## config.mk

```make
export PLATFORM = sky130hd
export DESIGN_NAME = jpeg_bit_packer
export DESIGN_NICKNAME = d
export VERILOG_FILES = /design/src/rtl/jpeg_pkg.sv /design/src/rtl/huff_field_concat.sv /design/src/rtl/jpeg_bit_packer.sv
export SDC_FILE = /design/constraint.sdc
export NUM_CORES = 1
export LEC_CHECK = 0
export CORE_MARGIN = 3
export CORE_UTILIZATION = 56
export CTS_CLUSTER_DIAMETER = 120
export CTS_CLUSTER_SIZE = 16
export DETAILED_ROUTE_END_ITERATION = 8
export PLACE_DENSITY = 0.85
export SETUP_SLACK_MARGIN = 0.2
export SLEW_MARGIN = 20
export SYNTH_ARGS = -nofsm -noshare
export SYNTH_HDL_FRONTEND = slang
export SYNTH_SLANG_ARGS = --single-unit
```

## constraint.sdc

```tcl
create_clock -name clock -period 13.46 [get_ports clock]
set_input_delay 2.692 -clock clock [delete_from_list [all_inputs] [get_ports clock]]
set_output_delay 2.692 -clock clock [all_outputs]
set_load 0.01 [all_outputs]
```

## src/rtl/jpeg_pkg.sv

```systemverilog
// Shared constants, state encoding and field helpers for the JPEG bit packer.
package jpeg_pkg;

  localparam int ACC_W_DEF = 64;
  localparam int EV_W      = 41;

  localparam logic [15:0] MARKER_EOI = 16'hFFD9;
  localparam logic [7:0]  STUFF_BYTE = 8'h00;

  localparam int DC_LEN_MAX  = 9;
  localparam int DC_SIZE_MAX = 8;
  localparam int AC_LEN_MAX  = 16;
  localparam int AC_SIZE_MAX = 8;

  typedef enum logic [2:0] {IDLE, RUN, STUFF, PAD, EOI_FF, EOI_D9, DONE} state_e;

  // Clamp an 8-bit length to its field limit.
  function automatic logic [4:0] sat_len(input logic [7:0] len, input logic [4:0] lim);
    return (len > {3'b000, lim}) ? lim : len[4:0];
  endfunction

  // Keep only the low 'len' bits of a field (len may be 0..16).
  function automatic logic [15:0] mask_field(input logic [15:0] v, input logic [4:0] len);
    logic [16:0] m;
    m = (17'd1 << len) - 17'd1;
    return v & m[15:0];
  endfunction

endpackage

```

## src/rtl/huff_field_concat.sv

```systemverilog
// Concatenates one symbol's Huffman/amplitude fields MSB-first into an LSB-aligned word.
module huff_field_concat
  import jpeg_pkg::*;
(
  input  logic            block_first_i,
  input  logic [8:0]      dc_code_i,
  input  logic [7:0]      dc_len_i,
  input  logic [7:0]      dc_amp_i,
  input  logic [7:0]      dc_size_i,
  input  logic [15:0]     ac_code_i,
  input  logic [7:0]      ac_len_i,
  input  logic [7:0]      ac_amp_i,
  input  logic [7:0]      ac_size_i,
  output logic [EV_W-1:0] bits_o,
  output logic [5:0]      n_o
);

  logic [4:0] dc_l, dc_s, ac_l, ac_s;

  // DC fields only lead the first symbol of a block; each field shifts in after the previous one.
  always_comb begin
    dc_l   = block_first_i ? sat_len(dc_len_i,  5'(DC_LEN_MAX))  : 5'd0;
    dc_s   = block_first_i ? sat_len(dc_size_i, 5'(DC_SIZE_MAX)) : 5'd0;
    ac_l   = sat_len(ac_len_i,  5'(AC_LEN_MAX));
    ac_s   = sat_len(ac_size_i, 5'(AC_SIZE_MAX));
    bits_o = '0;
    bits_o = (bits_o << dc_l) | EV_W'(mask_field({7'b0, dc_code_i}, dc_l));
    bits_o = (bits_o << dc_s) | EV_W'(mask_field({8'b0, dc_amp_i},  dc_s));
    bits_o = (bits_o << ac_l) | EV_W'(mask_field(ac_code_i,         ac_l));
    bits_o = (bits_o << ac_s) | EV_W'(mask_field({8'b0, ac_amp_i},  ac_s));
    n_o    = 6'(dc_l) + 6'(dc_s) + 6'(ac_l) + 6'(ac_s);
  end

endmodule

```

## src/rtl/jpeg_bit_packer.sv

```systemverilog
// Packs Huffman symbols into a byte-stuffed JPEG entropy stream terminated by EOI.
module jpeg_bit_packer
  import jpeg_pkg::*;
#(
  parameter int ACC_W = ACC_W_DEF
) (
  input  logic        clock,
  input  logic        reset,
  input  logic        jpeg_out_enable,
  input  logic        jpeg_out_end,
  input  logic [8:0]  jpeg_dc_out,
  input  logic [7:0]  jpeg_dc_out_length,
  input  logic [7:0]  jpeg_dc_code_list,
  input  logic [7:0]  jpeg_dc_code_size,
  input  logic [15:0] huffman_code,
  input  logic [7:0]  huffman_code_length,
  input  logic [7:0]  code_out,
  input  logic [7:0]  code_size_out,
  input  logic        flush,
  output logic [7:0]  out_byte,
  output logic        out_valid,
  input  logic        out_ready,
  output logic        busy,
  output logic        done,
  output logic        overflow
);

  localparam int FW = $clog2(ACC_W + 1);

  state_e           state_q, state_d;
  logic [ACC_W-1:0] acc_q, acc_d;
  logic [FW-1:0]    fill_q, fill_d, fill_add, fill_sub;
  logic             bf_q, bf_d;      // next event starts a block (carries DC)
  logic             fp_q, fp_d;      // flush requested, EOI not yet started
  logic             ovf_q, ovf_d;
  logic             done_q, done_d;
  logic             ov_q, ov_d;      // output register holds a byte
  logic [7:0]       ob_q, ob_d;

  logic [EV_W-1:0]  ev_bits;
  logic [5:0]       ev_n;
  logic             out_free, ev_state_ok, ev_fit, ev_acc, load;
  logic [7:0]       load_byte, top_byte, pad_byte;

  huff_field_concat u_concat (
    .block_first_i (bf_q),
    .dc_code_i     (jpeg_dc_out),
    .dc_len_i      (jpeg_dc_out_length),
    .dc_amp_i      (jpeg_dc_code_list),
    .dc_size_i     (jpeg_dc_code_size),
    .ac_code_i     (huffman_code),
    .ac_len_i      (huffman_code_length),
    .ac_amp_i      (code_out),
    .ac_size_i     (code_size_out),
    .bits_o        (ev_bits),
    .n_o           (ev_n)
  );

  // Valid bits live in acc_q[fill_q-1:0]; the oldest bit is the highest one.
  assign top_byte = 8'(acc_q >> (fill_q - FW'(8)));
  assign pad_byte = 8'(acc_q << (FW'(8) - fill_q)) | (8'hFF >> fill_q);

  // Next-state: append the event, move at most one byte into the output register.
  always_comb begin
    state_d   = state_q;
    acc_d     = acc_q;
    bf_d      = bf_q;
    fp_d      = fp_q;
    ovf_d     = ovf_q;
    done_d    = 1'b0;
    fill_add  = '0;
    fill_sub  = '0;
    load      = 1'b0;
    load_byte = 8'h00;

    out_free    = !ov_q || out_ready;
    ev_state_ok = (state_q == IDLE) || (state_q == RUN);
    ev_fit      = (32'(fill_q) + 32'(ev_n)) <= 32'(ACC_W);
    ev_acc      = jpeg_out_enable && ev_state_ok && ev_fit;

    if (ev_acc) begin
      acc_d    = (acc_q << ev_n) | ACC_W'(ev_bits);
      fill_add = FW'(ev_n);
      bf_d     = jpeg_out_end;
    end else if (jpeg_out_enable) begin
      ovf_d = 1'b1;
    end

    if (flush && ev_state_ok) fp_d = 1'b1;

    case (state_q)
      IDLE, RUN: begin
        if (ev_acc) state_d = RUN;
        if (fill_q >= FW'(8)) begin
          if (out_free) begin
            load      = 1'b1;
            load_byte = top_byte;
            fill_sub  = FW'(8);
            if (top_byte == 8'hFF) state_d = STUFF;
          end
        end else if (fp_q && !ev_acc) begin
          // Tail bits are padded first; an empty accumulator goes straight to the marker.
          if (fill_q != '0) begin
            state_d = PAD;
          end else begin
            state_d = EOI_FF;
            fp_d    = 1'b0;
          end
        end
      end
      STUFF: begin
        if (out_free) begin
          load      = 1'b1;
          load_byte = STUFF_BYTE;
          state_d   = RUN;
        end
      end
      PAD: begin
        if (out_free) begin
          load      = 1'b1;
          load_byte = pad_byte;
          fill_sub  = fill_q;
          // A padded 0xFF still owes its stuff byte; RUN then starts the marker.
          if (pad_byte == 8'hFF) begin
            state_d = STUFF;
          end else begin
            state_d = EOI_FF;
            fp_d    = 1'b0;
          end
        end
      end
      EOI_FF: begin
        if (out_free) begin
          load      = 1'b1;
          load_byte = MARKER_EOI[15:8];
          state_d   = EOI_D9;
        end
      end
      EOI_D9: begin
        if (out_free) begin
          load      = 1'b1;
          load_byte = MARKER_EOI[7:0];
          state_d   = DONE;
        end
      end
      DONE: begin
        if (ov_q && out_ready) begin
          done_d  = 1'b1;
          bf_d    = 1'b1;
          state_d = IDLE;
        end
      end
      default: state_d = IDLE;
    endcase

    fill_d = fill_q + fill_add - fill_sub;
    ov_d   = ov_q && !out_ready;
    ob_d   = ob_q;
    if (load) begin
      ov_d = 1'b1;
      ob_d = load_byte;
    end
  end

  // State and datapath registers.
  always_ff @(posedge clock) begin
    if (reset) begin
      state_q <= IDLE;
      acc_q   <= '0;
      fill_q  <= '0;
      bf_q    <= 1'b1;
      fp_q    <= 1'b0;
      ovf_q   <= 1'b0;
      done_q  <= 1'b0;
      ov_q    <= 1'b0;
      ob_q    <= 8'h00;
    end else begin
      state_q <= state_d;
      acc_q   <= acc_d;
      fill_q  <= fill_d;
      bf_q    <= bf_d;
      fp_q    <= fp_d;
      ovf_q   <= ovf_d;
      done_q  <= done_d;
      ov_q    <= ov_d;
      ob_q    <= ob_d;
    end
  end

  assign out_byte  = ob_q;
  assign out_valid = ov_q;
  assign done      = done_q;
  assign overflow  = ovf_q;
  assign busy      = (state_q != IDLE) || (fill_q != '0);

endmodule

```

* After elaboration in Yosys (flattened, before gate mapping)
Index checks and enable logic that the tools add are counted.
Cells by class: bitwise gates (word level) 12, order comparisons 6, reduce and logical (&&, ||, !) cells 20, add/subtract/negate cells 12, multiplexer cells 45, equal/unequal tests 13, shifts and indexed selects 12
Operators by type and width (number):
- 41-bit by 16-bit OR with 41-bit output | 4
- 41-bit by 5-bit left shift with 41-bit output | 3
- 64-bit by 41-bit OR with 64-bit output | 1
- 1-bit by 5-bit left shift with 16-bit output (first input constant) | 4
- 64-bit by 6-bit left shift with 64-bit output | 1
- 64-bit by 7-bit left shift with 8-bit output | 1
- 64-bit by 7-bit right shift with 8-bit output | 1
- 16-bit by 1-bit subtractor with 16-bit output (second input constant) | 4
- 1-bit by 5-bit left shift with 41-bit output (first input constant) | 1
- 8-bit 2-to-1 mux | 5
- 3-bit 2-to-1 mux | 12
- 8-bit by 16-bit bitwise AND with 16-bit output | 2
- 8-bit case mux with 4 select lines | 1
- 5-bit 2-to-1 mux | 6
- 8-bit by 4-bit greater-than comparator with 1-bit output (second input constant) | 3
- 3-bit case mux with 6 select lines | 1
- 16-bit bitwise AND | 1
- 9-bit by 16-bit bitwise AND with 16-bit output | 1
- 8-bit == test (second input constant) | 2
- 7-bit case mux with 2 select lines | 1
- 1-bit 2-to-1 mux | 13
- 6-bit by 5-bit adder with 6-bit output | 2
- 2-bit inequality test (second input constant) | 5
- 3-bit == test (second input constant) | 3
- other kinds (28) | 42
Word-level totals: register bits 87, logic and storage cells 129, output and inout port bits 12, bits of input ports 79

* Depth between registers and ports, before layout
Gate-level depths: netlist of the first run.
depth in word-level cells 14, depth in mapped cells 40, gate-level depth less buffers 33

* Cells and area by module
Synthesis of the first run repeated with hierarchy kept, for this count alone.
Unflattened totals: cell total of the unflattened synthesis 2295, area total of the unflattened synthesis 17589.4 µm²
By module, submodules not included:
- jpeg_bit_packer | cells each 1343, seq. area each 1741.7 µm², instances 1, area each 11622.4 µm²
- huff_field_concat | cells each 952, seq. area each 0.0 µm², instances 1, area each 5967.0 µm²

* Least setup slack after synthesis of the first run
No wires, ideal clock.
path kind input to register, start point in code_size_out[4], end point reg fill_q[6], data required time 13.332 ns, slack 1.796 ns, stages 39, library setup time 0.128 ns, data arrival time 11.536 ns, buffers on the path 10, cells stage by stage nor3_1 -> nand2_1 -> inv_1 -> nand2_1 -> inv_1 -> buf_1 -> buf_1 -> buf_1 -> fa_1 -> ha_1 -> ha_1 -> fa_1 -> xnor2_1 -> inv_1 -> clkbuf_1 -> clkbuf_1 -> buf_1 -> ha_1 -> (+3 left out) -> nor4_1 -> o211ai_1 -> a21oi_1 -> o311a_1 -> clkbuf_1 -> clkbuf_1 -> clkbuf_1 -> clkbuf_1 -> nand2_1 -> fa_1 -> inv_1 -> fa_1 -> a21o_1 -> a21o_1 -> a21o_1 -> a21oi_1 -> xnor2_1 -> nor2_1
On the way: cells in the longest elaborated chain, start to end 9
Ends and longest elaborated chain:
- start: declaration | RTL line jpeg_bit_packer.sv:18 | input logic [7:0] code_size_out,
- 8-bit by 4-bit greater-than comparator with 1-bit output | RTL line jpeg_pkg.sv:19 | return (len > {3'b000, lim}) ? lim : len[4:0];
- 5-bit 2-to-1 mux * | RTL line jpeg_pkg.sv:19
- 6-bit by 5-bit adder with 6-bit output * | RTL line huff_field_concat.sv:31 | n_o = 6'(dc_l) + 6'(dc_s) + 6'(ac_l) + 6'(ac_s);
- 7-bit by 6-bit adder with 8-bit output | RTL line jpeg_bit_packer.sv:78 | ev_fit = (32'(fill_q) + 32'(ev_n)) <= 32'(ACC_W);
- 8-bit by 7-bit less-or-equal comparator with 1-bit output | RTL line jpeg_bit_packer.sv:78
- 1-bit logical AND | RTL line jpeg_bit_packer.sv:79 | ev_acc = jpeg_out_enable && ev_state_ok && ev_fit;
- 6-bit 2-to-1 mux * | RTL line jpeg_bit_packer.sv:81 | if (ev_acc) begin
- 7-bit adder * | RTL line jpeg_bit_packer.sv:156 | fill_d = fill_q + fill_add - fill_sub;
- 7-bit subtractor * | RTL line jpeg_bit_packer.sv:156
- end signal: assignment | RTL line jpeg_bit_packer.sv:180 | fill_q <= fill_d;
- end: declaration | RTL line jpeg_bit_packer.sv:32 | logic [FW-1:0] fill_q, fill_d, fill_add, fill_sub;
Mark *: on every way between the ends. The rest lies on a longest branch, timed or not. A chain may end at the register's enable or synchronous reset.

* Final worst setup path of the first run
start point in huffman_code_length[2], end point reg fill_q[6]
On the way: cells in the longest elaborated chain, start to end 10
Ends and longest elaborated chain:
- start: declaration | RTL line jpeg_bit_packer.sv:16 | input logic [7:0] huffman_code_length,
- 8-bit by 5-bit greater-than comparator with 1-bit output | RTL line jpeg_pkg.sv:19
- 5-bit 2-to-1 mux * | RTL line jpeg_pkg.sv:19
- 6-bit by 5-bit adder with 6-bit output * (2 in a row) | RTL line huff_field_concat.sv:31
- 7-bit by 6-bit adder with 8-bit output | RTL line jpeg_bit_packer.sv:78
- 8-bit by 7-bit less-or-equal comparator with 1-bit output | RTL line jpeg_bit_packer.sv:78
- 1-bit logical AND | RTL line jpeg_bit_packer.sv:79
- 6-bit 2-to-1 mux * | RTL line jpeg_bit_packer.sv:81
- 7-bit adder * | RTL line jpeg_bit_packer.sv:156
- 7-bit subtractor * | RTL line jpeg_bit_packer.sv:156
Marked as above.

==> results of run 1 <==
worst max-delay path by stage:
stage,from,end,cells after the start
after CTS,huffman_code_length[2],fill_q[6],31
after global placement,code_size_out[4],fill_q[6],35
after floorplan,code_size_out[4],fill_q[6],39
after detailed placement,huffman_code_length[2],fill_q[6],31
final,huffman_code_length[2],fill_q[6],31
after global routing,huffman_code_length[2],fill_q[6],31
routing by layer:
metal,up-vias,GRT usage (%),wire length (um),part of all wire (%)
met1,8663,56.2,24000,37
met5,-,1.60,68,0.11
met2,1758,59.4,27100,42
li1,7951,-,-,-
met4,2,19.6,3900,6.1
met3,328,10.0,9390,15
worst max-delay path, delay by kind of cell:
family	cells	cell delay, ps
adder cells (fa/ha/maj)	6	2730
buffers and inverters	9	2820
AND/OR/NAND/NOR	6	800
XOR/XNOR	3	450
AO/OA/AOI/OAI	7	1810
cells in the mapped netlist (10+ instances only):
master    number  share of area (%)
a211o_1       10               0.54
a211oi_1      49                2.3
a21o_1        19               0.88
a21oi_1      148                4.6
a221o_1       10               0.62
a221oi_1      24                1.3
a22oi_1       20               0.93
a31oi_1       34                1.3
and2_1        19               0.74
and3_1        10               0.39
buf_1         37               0.86
clkbuf_1     145                3.4
dfxtp_1       87                 11
fa_1          17                2.1
ha_1          29                2.2
inv_1         58                1.3
mux2_2        47                3.3
mux2i_1      100                6.2
mux4_2       127                 18
nand2_1      222                5.2
nand2b_1      14               0.54
nand3_1       42                1.3
nor2_1       217                5.0
nor2b_1       23               0.89
nor3_1        61                1.9
nor3b_1       11               0.51
nor4_1        12               0.46
o211ai_1      60                2.8
o21a_1        11               0.51
o21ai_0      157                4.9
o21ai_1       12               0.37
o22ai_1       15               0.58
o31ai_1       15               0.70
xnor2_1       12               0.65
registers in the layout (all words and copies together), names as in the netlist:
register,flops
done,1
bf_q,1
out_valid,1
state_q,3
overflow,1
acc_q,64
fp_q,1
out_byte,8
fill_q,7
metrics by stage:
step	total power, uW	utilization (%)	hold slack [ps]	std cells
6_report	4450	62.1	479	2427
5_1_grt	4690	62.1	505	2427
4_1_cts	4280	62.1	478	2426
3_5_place_dp	4010	61.0	464	2410
3_3_place_gp	3930	61.0	444	2410
2_1_floorplan	3070	-	462	2098
logic make-up (layout without fill, tap and decap cells):
family	after synthesis	in the layout	share of synthesized area, %
compound gates	718	718	30.3
flops	87	87	10.8
fa+ha+maj	46	46	4.35
simple gates	693	693	20.1
mux	274	274	27.2
xor+xnor	21	21	1.14
other cells	2	4	0.0465
buf+inv	256	206	6.10
cell type report:
class	instances	area (um2)	share of cell area, %
clock buffers	11	243	1.39
flip-flops and latches	87	1750	10.0
diodes	1	2.50	0.0143
multi-input cells	1755	13500	77.6
repair buffers	125	1160	6.64
inverters	65	244	1.40
clock inverters	5	41.3	0.237
well taps	378	473	2.71
report_power, final:
part / switching, uW / leakage, uW / internal (uW)
registers: 240 / 0.000718 / 358
clock network: 125 / 0.000132 / 132
logic: 2190 / 0.00535 / 1410
==> results by group, run 1 <==
Die
  • Starting density of the core: a little under three fifths
  • Die area: 30900 um2
  • Core ar.: 28100 um2
  • Die X: between 150 and 200 um
  • DIE HEIGHT: around 180 um
  • I/O pin count: 91
  • # rows: 61

Setup path
  • Critical-path top delay cell: clkdlybuf4s50_1
  • CP arrival: about 11000 ps
  • Flop2flop setup slack: approximately 5000 ps
  • Critical path launch point type: primary input
  • RR Endpoint: fill_q[6]
  • RR Startpoint: bf_q
  • Worst-path maximum fanout: 55
  • Worst Setup End Kind: register
  • Kind of critical path: in2reg
  • Req. time, crit path: between 10000 and 15000 ps
  • Worst R2R Path Depth: 29
  • CP peak stage delay: 990 ps

Timing
  • Slew headroom: 25.4%
  • Tmin final: about 11000 ps
  • Setup_tns: 0 ps
  • Final Cycle Share: between 80% and 90%
  • Final Max Slew Viols: 0
  • Final setup vio count: 0
  • Final WS setup: 2370 ps
  • Unrepaired setup endpoints after global routing: no
  • Slew @ Worst Pin: about 1100 ps
  • Final Hold Violating Endpoints: 0
  • Fmax: around 90 MHz
  • Clock skew: approximately 11 ps

Synth
  • Number of flops mapped to enable cells by yosys: 0
  • Seq/Total Area, Yosys: between 10% and 20%
  • Most common flop cell mapped by yosys: dfxtp_1
  • Synthesized flop and latch total: slightly below 90
  • Distinct cells, synth: 104
  • Cell area after synthesis: between 15000 and 20000 um2
  • Syn_area_per_cell: between 7 and 8 um2
  • Ys Warns: 0
  • Ys async rst share: 0%
  • Post-Synthesis Cells: roughly 2100

Finish
  • Commonest non-fill, non-tap cell in the layout: nand2_1
  • Layout fillers: between 2000 and 3000
  • Share of cells above drive strength 1: between 10% and 20%
  • Synth-to-layout area growth: 7.98%
  • Nets: between 2000 and 2500
  • Post-route cell area: roughly 17000 um2
  • Commonest non-fill, non-tap cells in the layout: 222 x nand2_1, 217 x nor2_1, 157 x o21ai_0

Min path
  • Worst Hold End: out_byte[5]
  • Hold depth: 2
  • Worst hold start: out_byte[5]
  • HP Class: reg2reg

Clocking
  • Worst-path clk slew: ~80 ps
  • Clock tree buffer depth: 2
  • # resized after CTS: 0
  • Clock root cell: clkbuf_16
  • Quantity of hold-fixing buffers added after cts: 0
  • Num CTS Buffers: 9
  • H-tree levels: 3
  • CTS Sinks: 87
  • Post-CTS Setup Repair Bufs: 0
  • CTS tree: done
  • Clk_lat worst skew: 360 ps

Drt
  • DRC violations left: 0
  • Pre-Repair DR Iteration Count: 8
  • Per-cell routed wire length: 26.5 um
  • Routed WL: 64400 um
  • Vias: 18700
  • ANT nets after route: 0
  • Drt first-iter violations: 3686
  • Via-to-Cell Ratio: between 7 and 8

Placed design
  • Gpl congestion: 1.08
  • HPWL Detailed: 47800 um
  • Area post-placement: roughly 17000 um2
  • Placement Setup Slack: between 2000 and 2500 ps
  • PortBufs: 90

Pwr
  • P_leak: approximately 0.0062 uW
  • Power per Cell Area: 255 nW/um2
  • Max IR drop VDD: ~270 uV

Global routing
  • Overflow after GRT: 0
  • Gr usage total: about two fifths
  • Vias in the first global route: between 15000 and 20000
  • Largest net degree at the start of global routing: 80
  • Initial antenna violation count: 1
  • Global-route wire length before repair: roughly 100000 um

Outcome
  • Status: finished clean

Job
  • Max cap viols: 0
No activity file was read; power rests on OpenSTA's default activity.
==> run 2: changes to the inputs <==
- PLACE_DENSITY: 0.85 -> 0.88
- clock period: 13.46 -> 9.7 ns (I/O delays scaled with it)
==> run 2 against run 1 <==
Utilization increased by 0.86 points. Flip-flop and latch count unchanged. Sequential share of layout area fell by 0.14 points. Register-to-register slack worse by 2900 ps. Clock skew grew 4.5 ps. Hold slack got worse by 11 ps. First-iteration DRC count down 5.1%. Design area up 1.4%. Setup slack lost 1900 ps.
==> results by group, run 2 (synthesized netlist as in run 1, its figures left out) <==
Die
  • Die X: about 180 um
  • Die area: about 31000 um2
  • # rows: 61
  • Core ar.: 28100 um2
  • Starting density of the core: 57.5%
  • DIE HEIGHT: between 150 and 200 um
  • I/O pin count: 91

Setup path
  • Critical path launch point type: primary input
  • Req. time, crit path: ~9900 ps
  • CP peak stage delay: between 800 and 900 ps
  • Critical-path top delay cell: fa_4
  • Buf/Inv on CP: 3
  • CP delay by family, top: adder cells
  • Kind of critical path: in2reg
  • CP most frequent cell: a21o_1
  • CP arrival: about 9400 ps
  • Worst Setup End Kind: register
  • Worst-path maximum fanout: 13

Job
  • Max cap viols: 0

Clocking
  • Worst-path clk slew: 80 ps
  • H-tree levels: 3
  • Quantity of hold-fixing buffers added after cts: 0
  • CTS Sinks: just under 90
  • CTS tree: done
  • Clock root cell: clkbuf_16
  • Clk_lat worst skew: 360 ps
  • Num CTS Buffers: 9
  • Clock tree buffer depth: 2

Finish
  • Non-Filler Instances: about 2400
  • Largest Register: acc_q
  • Layout fillers: around 2500
  • Share of cells above drive strength 1: between 10% and 20%
  • Largest register FFs: 64
  • Commonest non-fill, non-tap cells in the layout: 220 x nand2_1, 215 x nor2_1, 157 x o21ai_0
  • Number of inserted diodes: 0
  • Nets: 2190
  • Synth-to-layout area growth: 9.47%
  • Commonest non-fill, non-tap cell in the layout: nand2_1

Global routing
  • Global-route wire length before repair: 105000 um
  • Largest net degree at the start of global routing: 80
  • Gr usage total: 43.3%
  • Overflow after GRT: 0
  • Initial antenna violation count: 1
  • Vias in the first global route: 17300

Timing
  • Final Cycle Share: between 90% and 100%
  • Slew headroom: ~29%
  • Fmax: between 100 and 150 MHz
  • Final WS setup: approximately 480 ps
  • Final Max Slew Viols: 0
  • Slew @ Worst Pin: between 1000 and 1500 ps
  • Tmin final: about 9200 ps
  • Clock skew: between 15 and 20 ps
  • Unrepaired setup endpoints after global routing: no
  • Final setup vio count: 0
  • Final Hold Violating Endpoints: 0
  • Setup_tns: 0 ps

Drt
  • Vias: 18700
  • Per-cell routed wire length: 28.0 um
  • Via-to-Cell Ratio: 7.62
  • DRC violations left: 0
  • Routed WL: a little under 70000 um
  • ANT nets after route: 0
  • Drt first-iter violations: around 3500
  • Pre-Repair DR Iteration Count: 8

Placed design
  • PortBufs: 90
  • Placed cell count: around 2400
  • HPWL Detailed: roughly 52000 um
  • Placement Setup Slack: 197 ps
  • Gpl congestion: approximately 1.1

Pwr
  • Sequential share of power: between 10% and 20%
  • P_leak: around 0.0063 uW
  • Switching Share: ~58%
  • Max IR drop VDD: approximately 380 uV
  • Logic pwr share: 80.5%
  • Clock power share: 6.4%
  • Power per Cell Area: ~360 nW/um2
  • Power Internal: roughly 2700 uW
  • Psw: about 3700 uW

Min path
  • HP Class: reg2reg

Outcome
  • Status: finished clean
-- run 2: changes by cell type in the layout (fill, tap and decap cells not counted), sizes merged --
cell      delta
buf         +22
inv          +3
clkinv       -2
clkinvlp     -2
bufinv       +1
diode        -1
-- run 2: final timing paths --
kind | start | to | slack [ps] | cells past startpoint
setup / recovery | jpeg_dc_code_size[7] | fill_q[6] | 480 | 28
hold / removal | out_byte[5] | out_byte[5] | 470 | 2
setup reg to reg | bf_q | fill_q[6] | 2050 | 28
hold reg to reg | out_byte[5] | out_byte[5] | 470 | 2
-- run 2: tightest hold or removal path, stage by stage, from the launching register on --
cell and delay (ps):
dfxtp_1 320, nand2_1 60, a21oi_1 50
-- run 2: layout make-up --
class / instances / area (um2) / share of cell area, %
clock buffer: 11 / 264 / 1.49
clock inverter: 5 / 65.1 / 0.368
inverter: 65 / 246 / 1.39
multi-input combinational: 1755 / 13600 / 76.7
sequential: 87 / 1750 / 9.88
tap: 378 / 473 / 2.67
timing repair buffer: 147 / 1330 / 7.51
-- run 2: power by group through the flow --
| stage | clock, uW | combinational, uW | sequential, uW |
|---|---|---|---|
| 5_1_grt | 415 | 5450 | 842 |
| 6_report | 407 | 5150 | 838 |
| 2_1_floorplan | 0 | 3650 | 629 |
| 4_1_cts | 404 | 4930 | 800 |
| 3_3_place_gp | 0 | 4810 | 791 |
| 3_5_place_dp | 0 | 4900 | 809 |
-- run 2: per-stage QoR --
stage	utilization [%]	area [um2]	power, uW	hold WS (ps)
2_1_floorplan	-	16200	4280	462
3_3_place_gp	61.7	17300	5600	444
3_5_place_dp	61.7	17300	5710	457
4_1_cts	62.9	17700	6140	469
5_1_grt	63.0	17700	6700	495
6_report	63.0	17700	6390	468
-- run 2: repair_timing --
item,CTS,global route
setup buffers,0,0
endpoints found under the setup margin,0,1
gates resized for setup,0,1
-- run 2: layer usage --
layer	track usage, %	part of all wire (%)	vias up
met2	63.2	42	1636
li1	-	-	8006
met4	14.5	4.2	0
met1	62.0	39	8807
met3	11.8	14	210
met5	0	0	-
